**src/rtl/result_frame_writer.sv**
```systemverilog
// Writer side of the result frame memory: buffers a row-major pixel stream through
// a 2-entry FIFO and writes it linearly into the frame memory when the port is granted.
module result_frame_writer #(
  parameter int H_PIXELS = 480,
  parameter int V_LINES  = 320,
  parameter int DATA_W   = 8,
  parameter int ADDR_W   = 18
) (
  input  logic              i_clk,
  input  logic              i_rst,
  input  logic              i_start,
  input  logic              i_pix_valid,
  input  logic [DATA_W-1:0] i_pix_data,
  output logic              o_pix_ready,
  input  logic              i_mem_gnt,
  output logic              o_mem_we,
  output logic [ADDR_W-1:0] o_mem_addr,
  output logic [DATA_W-1:0] o_mem_wdata,
  output logic              o_busy,
  output logic              o_frame_done,
  output logic [9:0]        o_h_pos,
  output logic [9:0]        o_v_pos
);

  // state   | meaning
  // S_IDLE  | waiting for start
  // S_RUN   | accepting pixels and draining the FIFO
  // S_FLUSH | all pixels accepted, draining the FIFO
  // S_DONE  | final write on the bus, frame_done pulse
  typedef enum logic [1:0] {S_IDLE, S_RUN, S_FLUSH, S_DONE} state_t;

  localparam int TOTAL = H_PIXELS * V_LINES;
  localparam logic [ADDR_W:0]   TOTAL_C   = (ADDR_W+1)'(TOTAL);
  localparam logic [ADDR_W:0]   LAST_ACC  = (ADDR_W+1)'(TOTAL - 1);
  localparam logic [ADDR_W-1:0] LAST_ADDR = ADDR_W'(TOTAL - 1);
  localparam logic [9:0]        H_LAST    = 10'(H_PIXELS - 1);

  state_t            r_state;
  logic [DATA_W-1:0] r_fifo [2];
  logic              r_wr_ptr;
  logic              r_rd_ptr;
  logic [1:0]        r_count;
  logic [ADDR_W:0]   r_acc_cnt;
  logic [ADDR_W-1:0] r_waddr;
  logic [9:0]        r_wcol;
  logic [9:0]        r_wrow;

  logic w_push;
  logic w_pop;

  // Ready depends only on registered state so it never loops back through valid.
  assign o_pix_ready  = (r_state == S_RUN) && (r_count < 2'd2) && (r_acc_cnt < TOTAL_C);
  assign w_push       = i_pix_valid && o_pix_ready;
  assign w_pop        = ((r_state == S_RUN) || (r_state == S_FLUSH)) && (r_count != 2'd0) && i_mem_gnt;
  assign o_busy       = (r_state == S_RUN) || (r_state == S_FLUSH);
  assign o_frame_done = (r_state == S_DONE);

  always_ff @(posedge i_clk) begin
    if (i_rst) begin
      r_state     <= S_IDLE;
      r_fifo[0]   <= '0;
      r_fifo[1]   <= '0;
      r_wr_ptr    <= 1'b0;
      r_rd_ptr    <= 1'b0;
      r_count     <= 2'd0;
      r_acc_cnt   <= '0;
      r_waddr     <= '0;
      r_wcol      <= '0;
      r_wrow      <= '0;
      o_mem_we    <= 1'b0;
      o_mem_addr  <= '0;
      o_mem_wdata <= '0;
      o_h_pos     <= '0;
      o_v_pos     <= '0;
    end else begin
      o_mem_we <= 1'b0;

      case (r_state)
        S_IDLE: begin
          if (i_start) begin
            r_state   <= S_RUN;
            r_acc_cnt <= '0;
            r_waddr   <= '0;
            r_wcol    <= '0;
            r_wrow    <= '0;
            o_h_pos   <= '0;
            o_v_pos   <= '0;
            r_wr_ptr  <= 1'b0;
            r_rd_ptr  <= 1'b0;
            r_count   <= 2'd0;
          end
        end
        S_RUN: begin
          if (w_push && (r_acc_cnt == LAST_ACC)) r_state <= S_FLUSH;
        end
        S_FLUSH: begin
          if (w_pop && (r_waddr == LAST_ADDR)) r_state <= S_DONE;
        end
        default: r_state <= S_IDLE;
      endcase

      if (w_push) begin
        r_fifo[r_wr_ptr] <= i_pix_data;
        r_wr_ptr         <= ~r_wr_ptr;
        r_acc_cnt        <= r_acc_cnt + (ADDR_W+1)'(1);
      end

      if (w_pop) begin
        r_rd_ptr    <= ~r_rd_ptr;
        o_mem_we    <= 1'b1;
        o_mem_addr  <= r_waddr;
        o_mem_wdata <= r_fifo[r_rd_ptr];
        o_h_pos     <= r_wcol;
        o_v_pos     <= r_wrow;
        r_waddr     <= r_waddr + ADDR_W'(1);
        if (r_wcol == H_LAST) begin
          r_wcol <= '0;
          r_wrow <= r_wrow + 10'd1;
        end else begin
          r_wcol <= r_wcol + 10'd1;
        end
      end

      case ({w_push, w_pop})
        2'b10:   r_count <= r_count + 2'd1;
        2'b01:   r_count <= r_count - 2'd1;
        default: ;
      endcase
    end
  end

endmodule

```
**config.mk**
```make
export PLATFORM = sky130hd
export DESIGN_NAME = result_frame_writer
export DESIGN_NICKNAME = d
export VERILOG_FILES = /design/src/rtl/result_frame_writer.sv
export SDC_FILE = /design/constraint.sdc
export NUM_CORES = 1
export LEC_CHECK = 0
export BUFFER_PORTS_ARGS = -buffer_cell sky130_fd_sc_hd__buf_2
export CORE_MARGIN = 2
export CORE_UTILIZATION = 40
export DETAILED_ROUTE_END_ITERATION = 7
export GPL_ROUTABILITY_DRIVEN = 0
export GPL_TIMING_DRIVEN = 1
export HOLD_SLACK_MARGIN = 0.03
export PLACE_DENSITY = 0.67
export REMOVE_ABC_BUFFERS = 1
export SYNTH_ARGS = -nofsm -noshare
export SYNTH_HDL_FRONTEND = slang
export SYNTH_SLANG_ARGS = --single-unit
```
**constraint.sdc**
```tcl
create_clock -name i_clk -period 2.5 [get_ports i_clk]
set_input_delay 0.125 -clock i_clk [delete_from_list [all_inputs] [get_ports i_clk]]
set_output_delay 0.125 -clock i_clk [all_outputs]
set_load 0.05 [all_outputs]
```
==> results.sh <==
export IMPL_clock_skew_ps=11.3
export IMPL_power_share_clock_pct=49.0
export IMPL_critPathKind="register to register"
export IMPL_cts_clk_slew_worst_paths_ps=60
export IMPL_p_total_uw=5550
export IMPL_io_pins=63
export IMPL_cts_tree="yes"
export IMPL_grtUsageTotal_pct=18.4
export IMPL_synth_edf_count=16
export IMPL_syn_avg_cell_area_um2=8.80
export IMPL_layout_min_cycle_time_ps=2230
export IMPL_ys_types=49
export IMPL_cts_resized=0
export IMPL_ys_flop_type="dfxtp_1"
export IMPL_leakage_uw=0.00255
export IMPL_clock_sinks=126
export IMPL_status="completed"
export IMPL_path_max_fanout=16
export IMPL_drt_initial_drc_count=386
export IMPL_yosys_warnings=0
export IMPL_place_area_um2=5980
export IMPL_cap_violations=0
export IMPL_vias_per_cell=5.32
export IMPL_ff2ff_path_depth=10
export IMPL_holdWs_ps=173
export IMPL_drive_gt1_share_pct=17.3
export IMPL_initial_core_util_pct=41.0
export IMPL_post_route_util_pct=50.7
export IMPL_portBuffers=62
export IMPL_yosys_area_top_type="dfxtp_1"
export IMPL_seqCellArea_um2=2680
export IMPL_fin_setup_tns_ps=0
export IMPL_slew_viol_final=0
export IMPL_arrival_ps=2510
export IMPL_p_comb_share_pct=12.4
export IMPL_core_area_um2=13200
export IMPL_rsz0062_at_grt="false"
export IMPL_globalRouteOverflowTotal=0
export IMPL_grt_max_degree=50
export IMPL_required_ps=2780
export IMPL_min_period_over_period_pct=89.2
export IMPL_dr_pass1_iters=6
export IMPL_yosys_top_cells_area="dfxtp_1 41%, edfxtp_1 8.9%, nand2_1 5.6%"
export IMPL_hp_class="primary input to register"
export IMPL_die_area_um2=14500
export IMPL_ctsHoldBuffers=8
export IMPL_crit_start="r_state[1]$_SDFFE_PP0P_"
export IMPL_grt_pass1_wl_mm=21.3
export IMPL_syn_inst=617
export IMPL_worst_pin_slew_ps=627
export IMPL_nets=715
export IMPL_multi_input_area_um2=2590
export IMPL_die_h_um=120
export IMPL_area_growth_pct=23.8
export IMPL_synthArstFlopShare_pct=0
export IMPL_cts_buffers_inserted=17
export IMPL_post_cts_setup_buffers=0
export IMPL_fp_dieW_um=120
export IMPL_via_count=4680
export IMPL_hold_depth=4
export IMPL_endpoint_kind="register"
export IMPL_r2r_slack_ps=270
export IMPL_final_area_um2=6720
export IMPL_clk_path_buf_depth=2
export IMPL_clk_latency_ps=430
export IMPL_drcViolationCount=0
export IMPL_fmax_mhz=449
export IMPL_antenna_found_initial=0
export IMPL_grt_pass1_vias=4420
export IMPL_reg2reg_to="r_count[1]$_SDFFE_PP0P_"
export IMPL_yosysSeqAreaShare_pct=49.4
export IMPL_yosysTopAreaCellShare_pct=40.6
export IMPL_r2r_start="r_state[1]$_SDFFE_PP0P_"
export IMPL_setup_viol=0
export IMPL_ys_ff_latch=126
export IMPL_p_switching_uw=1400
export IMPL_dp_hpwl_mm=8.63
export IMPL_syn_cell_area_um2=5430
export IMPL_ant_nets=0
export IMPL_hold_viol=0
export IMPL_wire_per_inst_um=14.6
export IMPL_max_slew_margin_pct=57.9
export IMPL_yosysMostFrequentCell="dfxtp_1"
export IMPL_wl_mm=12.8
export IMPL_switching_share_pct=25.3
export IMPL_rows=42
export IMPL_cp_endpoint="r_count[1]$_SDFFE_PP0P_"
export IMPL_fillers=1236
export IMPL_ctsRootBufferMaster="clkbuf_16"
export IMPL_p_seq_share_pct=38.6
export IMPL_vdd_drop_max_mv=0.500
export IMPL_startpoint_type="register"
export IMPL_synth_common_cells="110 x dfxtp_1, 81 x nand2_1, 78 x nor2_1"
export IMPL_antennaDiodeCount=0
export IMPL_powerDensity_nw_per_um2=826
export IMPL_p_int_uw=4150
export IMPL_h_tree_depth=4
sequential cells by signal (all words and copies together) (netlist names):
signal       cells
r_acc_cnt       19
o_mem_addr      18
r_waddr         18
r_fifo          16
o_h_pos         10
o_v_pos         10
r_wcol          10
r_wrow          10
o_mem_wdata      8
r_count          2
r_state          2
o_mem_we         1
r_rd_ptr         1
r_wr_ptr         1
stage by stage:
stage / cells / setup slack, ps
floorplan: 583 / -1240
global placement: 840 / 398
detailed placement: 840 / 284
CTS: 880 / 267
global route: 880 / 2.39
finish: 880 / 271
cells in the final DEF (no fill, tap or decap), types with 9 or more instances in the layout:
| cell | instances |
|---|---|
| edfxtp_1 | 16 |
| xor2_1 | 12 |
| nand4_1 | 11 |
| ha_1 | 11 |
| dfxtp_1 | 110 |
| inv_1 | 9 |
| a211oi_1 | 12 |
| a311oi_1 | 9 |
| clkbuf_16 | 17 |
| a21oi_1 | 57 |
| buf_2 | 62 |
| nand2_1 | 81 |
| and2_1 | 22 |
| o21ai_0 | 20 |
| a22o_1 | 13 |
| nor3_1 | 10 |
| nand3_1 | 32 |
| nor2_1 | 78 |
| buf_4 | 19 |
| and3_1 | 10 |
per-layer routing:
| metal | global-route usage, % | vias to the layer above | part of all wire (%) |
|---|---|---|---|
| li1 | - | 2359 | - |
| met1 | 24.0 | 2190 | 47 |
| met2 | 28.6 | 115 | 46 |
| met3 | 5.75 | 16 | 5.1 |
| met4 | 6.47 | 0 | 1.5 |
| met5 | 0 | - | 0 |
power groups by stage:
stage / logic [µW] / registers [µW] / clock network (µW)
2_1_floorplan: 411 / 2190 / 0
3_3_place_gp: 648 / 2180 / 0
3_5_place_dp: 668 / 2190 / 0
4_1_cts: 683 / 2140 / 2770
5_1_grt: 761 / 2150 / 2850
6_report: 686 / 2140 / 2720
cell families after synthesis:
kind of cell / Yosys count / share of synthesized area (%)
buffers and inverters: 43 / 3.02
AO/OA/AOI/OAI: 137 / 16.2
flip-flops: 126 / 49.4
AND/OR/NAND/NOR: 271 / 23.7
XOR/XNOR: 17 / 2.74
multiplexers: 12 / 2.31
adder cells (fa/ha/maj): 11 / 2.54
cell type report:
cell class,count,share of cell area [%]
Sequential cell,126,39.9
Multi-Input combinational cell,448,38.6
Timing Repair Buffer,89,7.93
Clock buffer,22,7.06
Tap cell,176,3.28
Clock inverter,10,2.74
Inverter,9,0.503
how the worst min path moves through the flow:
stage | from | end
after global placement | i_pix_data[3] | r_fifo[0][3]$_SDFFCE_PN0P_
after CTS | i_rst | r_waddr[4]$_SDFFE_PP0P_
final | i_rst | r_waddr[4]$_SDFFE_PP0P_
after floorplan | i_rst | o_mem_addr[0]$_SDFFE_PP0P_
after global routing | i_mem_gnt | o_v_pos[3]$_SDFFE_PP0P_
after detailed placement | i_pix_data[2] | r_fifo[0][2]$_SDFFCE_PN0P_
worst max-delay path: stages (launching register included):
cell	delay, ps
dfxtp_1	400
inv_1	90
ha_1	360
o211ai_4	150
buf_4	230
ha_1	230
a21oi_1	140
nor2_1	60
a211oi_1	250
a211o_1	130
a21oi_1	50
Note: power is estimated with default switching activity, not from simulation.
